===== src/rtl/scoreboard_display_mux.sv =====
// Time-multiplexes the tens/ones 7-segment patterns onto one shared segment bus
// with per-digit enables, optional leading-zero blanking and a blink mode.
module scoreboard_display_mux #(
  parameter int unsigned DEAD_CYCLES        = 1,
  parameter int unsigned HOLD_CYCLES        = 5,
  parameter int unsigned BLINK_HALF_PERIOD  = 250,
  parameter bit          BLANK_LEADING_ZERO = 1'b1,
  parameter logic [6:0]  SEG_ZERO           = 7'b0111111
) (
  input  logic       clk_1khz_i,
  input  logic       rst_i,
  input  logic [6:0] seg_tens_i,
  input  logic [6:0] seg_ones_i,
  input  logic       blink_i,
  output logic [6:0] seg_o,
  output logic [1:0] dig_en_o
);

  localparam int unsigned SLOT_MAX = (DEAD_CYCLES > HOLD_CYCLES) ? DEAD_CYCLES : HOLD_CYCLES;
  localparam int unsigned SW       = $clog2(SLOT_MAX + 1);
  localparam int unsigned BW       = $clog2(BLINK_HALF_PERIOD + 1);

  typedef enum logic [1:0] {
    S_DEAD_T = 2'd0,
    S_TENS   = 2'd1,
    S_DEAD_O = 2'd2,
    S_ONES   = 2'd3
  } state_t;

  state_t          r_state;
  logic [SW-1:0]   r_slot;
  logic [6:0]      r_tens_q;
  logic [6:0]      r_ones_q;
  logic [BW-1:0]   r_blink_cnt;
  logic            r_blink_off;

  state_t          w_state_nxt;
  logic            w_slot_last;
  logic            w_capture;
  logic [6:0]      w_tens_nxt;
  logic [6:0]      w_ones_nxt;
  logic [BW-1:0]   w_blink_cnt_nxt;
  logic            w_blink_off_nxt;

  // Bus contents {dig_en, seg} a state shows; the OFF blink phase darkens everything.
  function automatic logic [8:0] slot_view(
    input state_t     st,
    input logic [6:0] tens,
    input logic [6:0] ones,
    input logic       off
  );
    logic [8:0] view;
    case (st)
      S_TENS: begin
        if ((BLANK_LEADING_ZERO == 1'b1) && (tens == SEG_ZERO)) begin
          view = 9'd0;
        end else begin
          view = {2'b10, tens};
        end
      end
      S_ONES:  view = {2'b01, ones};
      S_DEAD_T: view = 9'd0;
      S_DEAD_O: view = 9'd0;
      default: view = 9'd0;
    endcase
    if (off) begin
      view = 9'd0;
    end
    return view;
  endfunction

  // Slot end detection: dead slots and digit slots have separate lengths.
  always_comb begin
    if ((r_state == S_DEAD_T) || (r_state == S_DEAD_O)) begin
      w_slot_last = (r_slot == SW'(DEAD_CYCLES - 1));
    end else begin
      w_slot_last = (r_slot == SW'(HOLD_CYCLES - 1));
    end
  end

  // Next state and frame capture; both digits are latched together when leaving S_DEAD_T.
  always_comb begin
    w_state_nxt = r_state;
    if (w_slot_last) begin
      case (r_state)
        S_DEAD_T: w_state_nxt = S_TENS;
        S_TENS:   w_state_nxt = S_DEAD_O;
        S_DEAD_O: w_state_nxt = S_ONES;
        S_ONES:   w_state_nxt = S_DEAD_T;
        default:  w_state_nxt = S_DEAD_T;
      endcase
    end else begin
      w_state_nxt = r_state;
    end
    w_capture = w_slot_last && (r_state == S_DEAD_T);
    if (w_capture) begin
      w_tens_nxt = seg_tens_i;
      w_ones_nxt = seg_ones_i;
    end else begin
      w_tens_nxt = r_tens_q;
      w_ones_nxt = r_ones_q;
    end
  end

  // Blink phase: counter and phase are pinned to 0/ON whenever blink_i is low.
  always_comb begin
    if (!blink_i) begin
      w_blink_cnt_nxt = '0;
      w_blink_off_nxt = 1'b0;
    end else if (r_blink_cnt == BW'(BLINK_HALF_PERIOD - 1)) begin
      w_blink_cnt_nxt = '0;
      w_blink_off_nxt = ~r_blink_off;
    end else begin
      w_blink_cnt_nxt = r_blink_cnt + BW'(1);
      w_blink_off_nxt = r_blink_off;
    end
  end

  // FSM registers; outputs come from the next state so they line up with it exactly.
  always_ff @(posedge clk_1khz_i) begin
    if (rst_i) begin
      r_state     <= S_DEAD_T;
      r_slot      <= '0;
      r_tens_q    <= 7'd0;
      r_ones_q    <= 7'd0;
      r_blink_cnt <= '0;
      r_blink_off <= 1'b0;
      seg_o       <= 7'd0;
      dig_en_o    <= 2'b00;
    end else begin
      r_state     <= w_state_nxt;
      r_tens_q    <= w_tens_nxt;
      r_ones_q    <= w_ones_nxt;
      r_blink_cnt <= w_blink_cnt_nxt;
      r_blink_off <= w_blink_off_nxt;
      if (w_slot_last) begin
        r_slot <= '0;
      end else begin
        r_slot <= r_slot + SW'(1);
      end
      {dig_en_o, seg_o} <= slot_view(w_state_nxt, w_tens_nxt, w_ones_nxt, w_blink_off_nxt);
    end
  end

endmodule


===== config.mk =====
export PLATFORM = sky130hd
export DESIGN_NAME = scoreboard_display_mux
export DESIGN_NICKNAME = d
export VERILOG_FILES = /design/src/rtl/scoreboard_display_mux.sv
export SDC_FILE = /design/constraint.sdc
export NUM_CORES = 1
export LEC_CHECK = 0
export CAP_MARGIN = 20
export CORE_ASPECT_RATIO = 0.75
export CORE_UTILIZATION = 43
export DETAILED_ROUTE_END_ITERATION = 12
export PLACE_DENSITY = 0.73
export SLEW_MARGIN = 20
export SYNTH_ARGS = -nofsm -noshare
export SYNTH_HDL_FRONTEND = slang
export SYNTH_SLANG_ARGS = --single-unit

===== constraint.sdc =====
create_clock -name clk_1khz_i -period 3.5 [get_ports clk_1khz_i]
set_clock_uncertainty 0.15 [all_clocks]
set_input_delay 0.35 -clock clk_1khz_i [delete_from_list [all_inputs] [get_ports clk_1khz_i]]
set_output_delay 0.35 -clock clk_1khz_i [all_outputs]
set_load 0.005 [all_outputs]

Word level (Yosys, flattened, before mapping)
Index checks and enable logic that the tools add are counted.

operators by class
  multiplexer cells = 9
  add/sub/neg operators = 2
  bitwise operators = 2
  equal/unequal tests = 9
  reduce and logical (&&, ||, !) cells = 9

operators by type and width
  operator                                             count
  case mux 9 bit (3 select lines)                      1
  two-way mux 7 bit                                    2
  two-way mux 9 bit                                    1
  adder 8 x 1 -> 8 bit, second input constant          1
  equality test 2 bit, second input constant           4
  equality test 8 bit, second input constant           1
  case mux 2 bit (4 select lines)                      1
  equality test 7 x 6 -> 1 bit, second input constant  1
  OR reduction 2 bit                                   3
  equality test 2 x 1 -> 1 bit, second input constant  2
  logical NOT 2 bit                                    2
  adder 3 x 1 -> 3 bit, second input constant          1
  equality test 3 bit, second input constant           1
  logical NOT 3 bit                                    1
  two-way mux 1 bit                                    3
  OR reduction 3 bit                                   1
  two-way mux 2 bit                                    1
  inverter 1 bit                                       2
  logical AND 1 bit                                    1
  logical OR 1 bit                                     1

word-level totals
  register bits after elaboration = 37
  logic and storage cells = 39
  output and inout bits = 9
  bits of input ports = 17

Longest topological paths before layout
Gate-level depths: netlist of run 1.

  word-level depth = 8
  mapped depth = 8
  mapped depth without buffers = 7

Worst setup path before layout of run 1
No wires, ideal clock.

  path type = reg2reg
  start point = register r_state[1]
  end point = register seg_o[6]
  library setup time = 0.079 ns
  required time = 3.271 ns
  period minus slack after synthesis = 2.221 ns
  path buffers = 0
  cell stages (with the launch flop) = 8
  slack = 1.279 ns
  data arrival time = 1.992 ns
  path through = dfxtp_1 inv_1 ha_1 or3_4 and3_4 mux2i_4 mux2_2 a211oi_2

between the ends
  cells in the longest elaborated chain, start to end = 8

RTL lines
  item                                                      RTL line    RTL
  from (decl)                                               30          state_t r_state;
  from (signal assigned)                                    131         r_state <= w_state_nxt;
  equality test 2 bit or logical NOT 2 bit (tied branches)  74, 85, 95
  logical OR 1 bit                                          74          if ((r_state == S_DEAD_T) || (r_state == S_DEAD_O)) begin
  two-way mux 1 bit                                         74
  logical AND 1 bit                                         95          w_capture = w_slot_last && (r_state == S_DEAD_T);
  two-way mux 7 bit                                         96          if (w_capture) begin
  equality test 7 x 6 -> 1 bit                              55          if ((BLANK_LEADING_ZERO == 1'b1) && (tens == SEG_ZERO)) begin
  two-way mux 9 bit                                         55
  case mux 9 bit (3 select lines) (*)                       53          case (st)
  to (signal assigned)                                      141         {dig_en_o, seg_o} <= slot_view(w_state_nxt, w_tens_nxt, w_ones_nxt, w_blink_off_nxt);
  to (decl)                                                 15          output logic [6:0] seg_o,

Mark *: on every way between the ends. The rest lies on a longest branch, timed or not.
A chain may end at the register's enable or synchronous reset.

Worst setup path after layout of run 1
Same ends and word-level chain as after synthesis.

==> metrics.yaml, run 1 <==
r2r_slack_ns: 0.89
holdPathEnd: "r_slot[0]"
fin_area_um2: 1960
maxCapViolations: 0
wirelength_um: 3090
setup_slack_ns: 0.885
finalHoldViolations: 0
syn_inst: 161
synth_fp_nets: 185
grt_use_met3_pct: 7.55
routedWlPerCell_um: 12.9
die_area_um2: 3930
busiest_layer: "met2"
fin_crit_sh_pct: 74.7
timing.rr.end: "seg_o[6]"
postCtsSetupBuffers: 0
root_buffer: "clkbuf_8"
most-common-layout-cells: "dfxtp_1 (37), nor2_1 (26), clkdlybuf4s50_1 (25)"
drive_above_1_share_pct: 13.2
synth_seq_cells: 37
cts_tree: "yes"
fp-row-count: 18
routed_via_density: 5.03
cp_top_family: "multiplexers"
grt_pass1_vias: 1169
firstDrtPassIters: 4
hold_path.class: "flop to flop"
cp_max_fo: 17
worstSetupStartpointType: "flop"
p_leak_uw: 0.000756
grt_max_degree: 18
place_congestion: 0.746
timing.hold.ws_ns: 0.300
drc: 0
coreArea_um2: 3400
fmax_ghz: 0.382
nNetsFinal: 213
crit_path_end_kind: "flop"
antenna_found_initial: 0
diodes: 0
outcome: "finished clean"
critPathKind: "flop to flop"
cp.arrival_ns: 2.68
critPathRequiredTime_ns: 3.56
ioPinCount: 26
cts_made_buffers: 5
clock_latency_ns: 0.29
synth-main-ff-cell: "dfxtp_1"
hp-start: "r_slot[0]"
clock_sinks: 37
ant_nets: 0
ir_drop_v: 0.000388
seq_area_frac_synth_pct: 46.8
final_common_cell: "dfxtp_1"
postCtsHoldBufs: 0
h-tree-depth: 2
grt_pass1_wl_um: 5170
pre_cts_ws_ns: 0.946
synth_area_leader_cell: "dfxtp_1"
max-slew-margin-rel_pct: 60.1
io_buffers: 25
setup_viol: 0
min_period_ns: 2.61
path_buf_inv: 1
grt_use_met2_pct: 29.4
postSynthAreaPerCell_um2: 9.82
min_path_cells: 1
cts_max_path_buffers: 2
met1_usage_pct: 21.4
place_area_um2: 1870
cts-resized-gates: 0
yosysWarningCount: 0
finalMaxSlewViolations: 0
yosys.area.top_type_share_pct: 46.8
dr.first_iter.drc_count: 39
synth_edf_count: 0
synth.distinct_cells: 33
overflow: 0
setup-tns-final_ns: 0
netlist_area_um2: 1580
synthToLayoutAreaGrowth_pct: 23.7
regToRegStartpoint: "r_state[1]"
die-height_um: 54.5
worstMarginPinSlew_ns: 0.596
rsz0062_at_grt: "no"
dp_hpwl_um: 2250
routed-via-count: 1202
grt_util_all_layers_pct: 17.9
start_util_pct: 46.5
power_uw: 1530
fp.dieW_um: 72.0
synth_area_leaders: "dfxtp_1 (47%), mux2i_1 (7.0%), nor2_1 (6.2%)"
cp_cell_sequence: "inv_1 -> ha_1 -> or3_4 -> and3_4 -> mux2i_4 -> mux2_2 -> a211oi_2"
r2r_cells: 7
slowest_delay_ns: 0.45
async_flop_share_pct: 0
cts.reportedPaths.clkPinSlew_ns: 0.07
p_per_area_nw_per_um2: 783
cp_slowest_cell: "mux2i_4"
[routing by layer]
metal,routed length (um),part of all wire [%],up-vias
li1,-,-,604
met5,0,0,-
met1,1460,47,565
met2,1430,46,29
met3,163,5.3,4
met4,31,1.0,0
[sequential cells by signal (all words and copies together) (netlist names)]
register / count
r_blink_cnt: 8
r_ones_q: 7
r_tens_q: 7
seg_o: 7
r_slot: 3
dig_en_o: 2
r_state: 2
r_blink_off: 1
[cells in the mapped netlist, drive strengths merged (2+ instances only)]
cell    instances
dfxtp          37
nor2           26
mux2i          12
a21oi          10
nand3           9
ha              7
inv             7
or2             7
and2            5
mux2            5
buf             4
xnor2           4
nand2           3
nand3b          3
nand4b          3
o21ai           3
or3             3
and3            2
xor2            2
[kinds of logic after synthesis]
logic type               synth area share, %
buffers and inverters                   3.88
multiplexers                            11.9
AND/OR/NAND/NOR                         20.9
XOR/XNOR                                3.32
AO/OA/AOI/OAI                           7.60
flip-flops                              46.8
adder cells (fa/ha/maj)                 5.54
[worst max-delay path by stage]
stage / from / to / cells past startpoint
after floorplan: r_state[1] / seg_o[6] / 7
after global placement: r_state[1] / seg_o[6] / 7
after detailed placement: r_state[1] / seg_o[6] / 7
after CTS: r_state[1] / seg_o[6] / 7
after global routing: r_state[1] / seg_o[6] / 7
final: r_state[1] / seg_o[6] / 7
[power breakdown]
group / switching (uW) / total, uW / internal [uW]
sequential: 42.9 / 565 / 522
combinational: 326 / 660 / 334
clock: 151 / 307 / 156
total: 521 / 1530 / 1010
[final cells by class]
type,count,area [um^2]
Fill cell,283,1440
Sequential cell,37,741
Inverter,7,26.3
Multi-Input combinational cell,112,779
Clock buffer,6,82.6
Timing Repair Buffer,26,258
Tap cell,50,62.6
Clock inverter,1,7.51
[metrics by stage]
step	utilization (%)	cells
after floorplan	-	161
after CTS	57.5	239
after global routing	57.5	239
after global placement	54.9	232
after detailed placement	54.9	232
final	57.5	239
[worst register-to-register path, stage by stage (launching register included)]
cell and delay, ns:
dfxtp_1 0.42, inv_1 0.09, ha_1 0.24, or3_4 0.40, and3_4 0.19, mux2i_4 0.45, mux2_2 0.41, a211oi_2 0.18
Power figures use the tool's default switching activity.
==> inputs of run 2 (changes only) <==
==> constraint.sdc (replaced) <==
create_clock -name clk_1khz_i -period 2.7 [get_ports clk_1khz_i]
set_clock_uncertainty 0.15 [all_clocks]
set_input_delay 0.27 -clock clk_1khz_i [delete_from_list [all_inputs] [get_ports clk_1khz_i]]
set_output_delay 0.27 -clock clk_1khz_i [all_outputs]
set_load 0.005 [all_outputs]
==> metrics.yaml, run 2 (same netlist as run 1, synthesis figures left out) <==
worstMarginPinSlew_ns: 0.620
r2r_cells: 7
setup-tns-final_ns: 0
grt_pass1_vias: 1069
coreArea_um2: 3400
p_leak_uw: 0.000771
h-tree-depth: 2
cts_made_buffers: 5
place_area_um2: 1890
start_util_pct: 46.5
cts-resized-gates: 0
routed_via_density: 4.81
pre_cts_ws_ns: 0.332
min_period_ns: 2.37
ant_nets: 0
nNetsFinal: 216
place_congestion: 0.819
firstDrtPassIters: 4
worstSetupStartpointType: "flop"
min_path_cells: 1
fp-row-count: 18
fin_area_um2: 1980
routed-via-count: 1169
root_buffer: "clkbuf_8"
most-common-layout-cells: "dfxtp_1 (37), nor2_1 (26), clkdlybuf4s50_1 (25)"
critPathLaunch: "r_state[1]"
io_buffers: 25
regMostFlops: "r_blink_cnt"
fmax_ghz: 0.421
fp.dieW_um: 72.0
ioPinCount: 26
finalHoldViolations: 0
r2r_slack_ns: 0.33
final_common_cell: "dfxtp_1"
dp_hpwl_um: 2150
cp.arrival_ns: 2.43
setup_slack_ns: 0.327
clock_latency_ns: 0.29
antenna_found_initial: 0
hold_path.class: "flop to flop"
overflow: 0
regToRegStartpoint: "r_state[1]"
max-slew-margin-rel_pct: 58.5
largest_reg_flops: 8
routedWlPerCell_um: 12.0
final_cells: 243
setup_viol: 0
clock_sinks: 37
outcome: "finished clean"
crit_path_end_kind: "flop"
timing.rr.end: "seg_o[6]"
die-height_um: 54.5
rsz0062_at_grt: "no"
holdPathEnd: "r_slot[0]"
cts.reportedPaths.clkPinSlew_ns: 0.07
critPathRequiredTime_ns: 2.76
timing.hold.ws_ns: 0.301
fin_crit_sh_pct: 87.9
p_per_area_nw_per_um2: 1010
ir_drop_v: 0.000517
synthToLayoutAreaGrowth_pct: 25.2
cts_max_path_buffers: 2
grt_max_degree: 14
drive_above_1_share_pct: 15.0
postCtsHoldBufs: 0
critPathKind: "flop to flop"
finalMaxSlewViolations: 0
grt_pass1_wl_um: 4670
maxCapViolations: 0
wirelength_um: 2910
diodes: 0
postCtsSetupBuffers: 0
cp_max_fo: 7
drc: 0
hp-start: "r_slot[0]"
grt_util_all_layers_pct: 16.3
dr.first_iter.drc_count: 36
cts_tree: "yes"
die_area_um2: 3930
placed_cells: 235
run 2: through the flow:
step	util [%]	total power [uW]
after floorplan	-	1420
after global placement	55.6	1590
after detailed placement	55.6	1620
after CTS	58.2	2010
after global routing	58.2	2130
final	58.2	1990
run 2: worst max-delay path, stage by stage (launching register included):
cell and delay (ns):
dfxtp_1 0.40, inv_1 0.09, ha_1 0.24, or3_4 0.40, and3_4 0.19, mux2i_4 0.26, mux2_2 0.38, a211oi_2 0.19
run 2: metal layers:
layer	vias to the layer above	track usage (%)	part of all wire, %
met5	-	0	0
met4	0	9.15	1.2
met3	4	6.26	4.4
met2	17	25.9	44
met1	540	19.4	50
li1	608	-	-
run 2: how the worst max path moves through the flow:
stage                to
4_1_cts        seg_o[6]
5_1_grt        seg_o[6]
3_5_place_dp   seg_o[6]
3_3_place_gp   seg_o[6]
6_report       seg_o[6]
2_1_floorplan  seg_o[6]
run 2: cell type report:
class,instances,area (um^2)
Inverter,7,26.3
Timing Repair Buffer,29,280
Sequential cell,37,741
Fill cell,303,1420
Multi-Input combinational cell,112,779
Tap cell,50,62.6
Clock buffer,5,68.8
Clock inverter,3,21.3
run 2: power by group:
part	switching, uW	internal, uW	leakage, uW	total [uW]
sequential	54.5	676	0.000303	731
combinational	411	460	0.000424	870
clock	209	183	0.0000445	392
==> inputs of run 3 (changes only) <==
--- a/config.mk
+++ b/config.mk
@@ -7,9 +7,9 @@
 export LEC_CHECK = 0
 export CAP_MARGIN = 20
 export CORE_ASPECT_RATIO = 0.75
-export CORE_UTILIZATION = 43
+export CORE_UTILIZATION = 50
 export DETAILED_ROUTE_END_ITERATION = 12
-export PLACE_DENSITY = 0.73
+export PLACE_DENSITY = 0.82
 export SLEW_MARGIN = 20
 export SYNTH_ARGS = -nofsm -noshare
 export SYNTH_HDL_FRONTEND = slang
==> metrics.yaml, run 3 (same netlist as run 1, synthesis figures left out) <==
outcome: "finished clean"
final_common_cell: "dfxtp_1"
ant_nets: 0
die-height_um: 50.7
grt_pass1_wl_um: 5170
synthToLayoutAreaGrowth_pct: 23.6
p_per_area_nw_per_um2: 1020
largest_reg_flops: 8
drive_above_1_share_pct: 14.1
routedWlPerCell_um: 13.4
fmax_ghz: 0.411
ioPinCount: 26
setup-tns-final_ns: 0
cts.reportedPaths.clkPinSlew_ns: 0.07
antenna_found_initial: 0
finalMaxSlewViolations: 0
dr.first_iter.drc_count: 47
drc: 0
postCtsHoldBufs: 0
finalHoldViolations: 0
cts-resized-gates: 0
critPathRequiredTime_ns: 2.77
io_buffers: 25
clock_sinks: 37
diodes: 0
cts_max_path_buffers: 2
worstMarginPinSlew_ns: 0.606
clock_latency_ns: 0.29
p_leak_uw: 0.000759
hp-start: "r_slot[0]"
multi_input_area_um2: 779
maxCapViolations: 0
worstSetupStartpointType: "flop"
r2r_slack_ns: 0.27
dp_hpwl_um: 2270
firstDrtPassIters: 4
fin_crit_sh_pct: 90.1
n_fill_cell: 246
holdPathEnd: "r_slot[0]"
h-tree-depth: 2
root_buffer: "clkbuf_8"
fp.dieW_um: 66.9
most-common-layout-cells: "dfxtp_1 (37), nor2_1 (26), clkdlybuf4s50_1 (25)"
critPathLaunch: "r_state[1]"
timing.rr.end: "seg_o[6]"
place_congestion: 0.778
regMostFlops: "r_blink_cnt"
r2r_cells: 7
max-slew-margin-rel_pct: 59.4
hold_path.class: "flop to flop"
wirelength_um: 3080
rsz0062_at_grt: "no"
grt_util_all_layers_pct: 20.8
cts_made_buffers: 5
nNetsFinal: 215
setup_viol: 0
routed-via-count: 1200
postCtsSetupBuffers: 0
regToRegStartpoint: "r_state[1]"
cp.arrival_ns: 2.50
grt_pass1_vias: 1186
ir_drop_v: 0.000566
die_area_um2: 3390
cts_tree: "yes"
min_period_ns: 2.43
overflow: 0
coreArea_um2: 2980
critPathKind: "flop to flop"
routed_via_density: 5.22
fp-row-count: 17
min_path_cells: 1
grt_max_degree: 13
timing.hold.ws_ns: 0.299
seq_area_um2: 741
cp_max_fo: 7
crit_path_end_kind: "flop"
start_util_pct: 53.1
-- run 3: cell types whose count changed in the layout (fill, tap and decap cells not counted), sizes merged --
| cell | before | now |
|---|---|---|
| clkinvlp | 1 | 2 |
| inv | 8 | 7 |
| clkbuf | 5 | 6 |
| clkinv | 1 | 0 |
| buf | 4 | 3 |
-- run 3: critical path: stages (launching register included) --
cell and delay, ns:
dfxtp_1 0.42, inv_1 0.09, ha_1 0.24, o21ai_0 0.31
and3_4 0.26, mux2i_4 0.33, mux2_2 0.38, a211oi_2 0.18
-- run 3: worst max path at each step --
stage,cells after the start,endpoint,slack (ns)
after floorplan,7,seg_o[6],0.48
after global placement,7,seg_o[6],0.44
after detailed placement,8,seg_o[4],0.33
after CTS,8,seg_o[4],0.31
after global routing,7,seg_o[6],0.20
final,7,seg_o[6],0.27
-- run 3: report_power, final --
part           internal (uW)  total, uW  switching [uW]
Combinational            446        876             430
Sequential               676        732            55.8
Clock                    182        388             207
Total                   1300       2000             692
-- run 3: metrics by stage --
stage,worst slack [ns],utilization (%),total power (uW),cells,instance area (um^2)
global route,0.196,65.6,2120,230,1950
floorplan,0.479,-,1420,161,1580
global placement,0.440,62.7,1570,222,1870
finish,0.268,65.6,2000,230,1950
CTS,0.312,65.6,2000,230,1950
detailed placement,0.330,62.7,1610,222,1870
-- run 3: area by class of cell --
type	count	area share [%]
multi-input cells	112	39.9
flip-flops and latches	37	37.9
repair buffers	28	14.0
clock buffers	6	3.71
well taps	38	2.43
inverters	7	1.34
clock inverters	2	0.768
-- run 3: layer usage --
layer  routed length, um  vias to the layer above  share of wire, %  track usage [%]
met2                1450                       25                47             34.3
met5                   0                        -                 0                0
li1                    -                      607                 -                -
met3                 124                        6               4.0             6.36
met1                1460                      562                48             25.1
met4                  39                        0               1.3             8.16
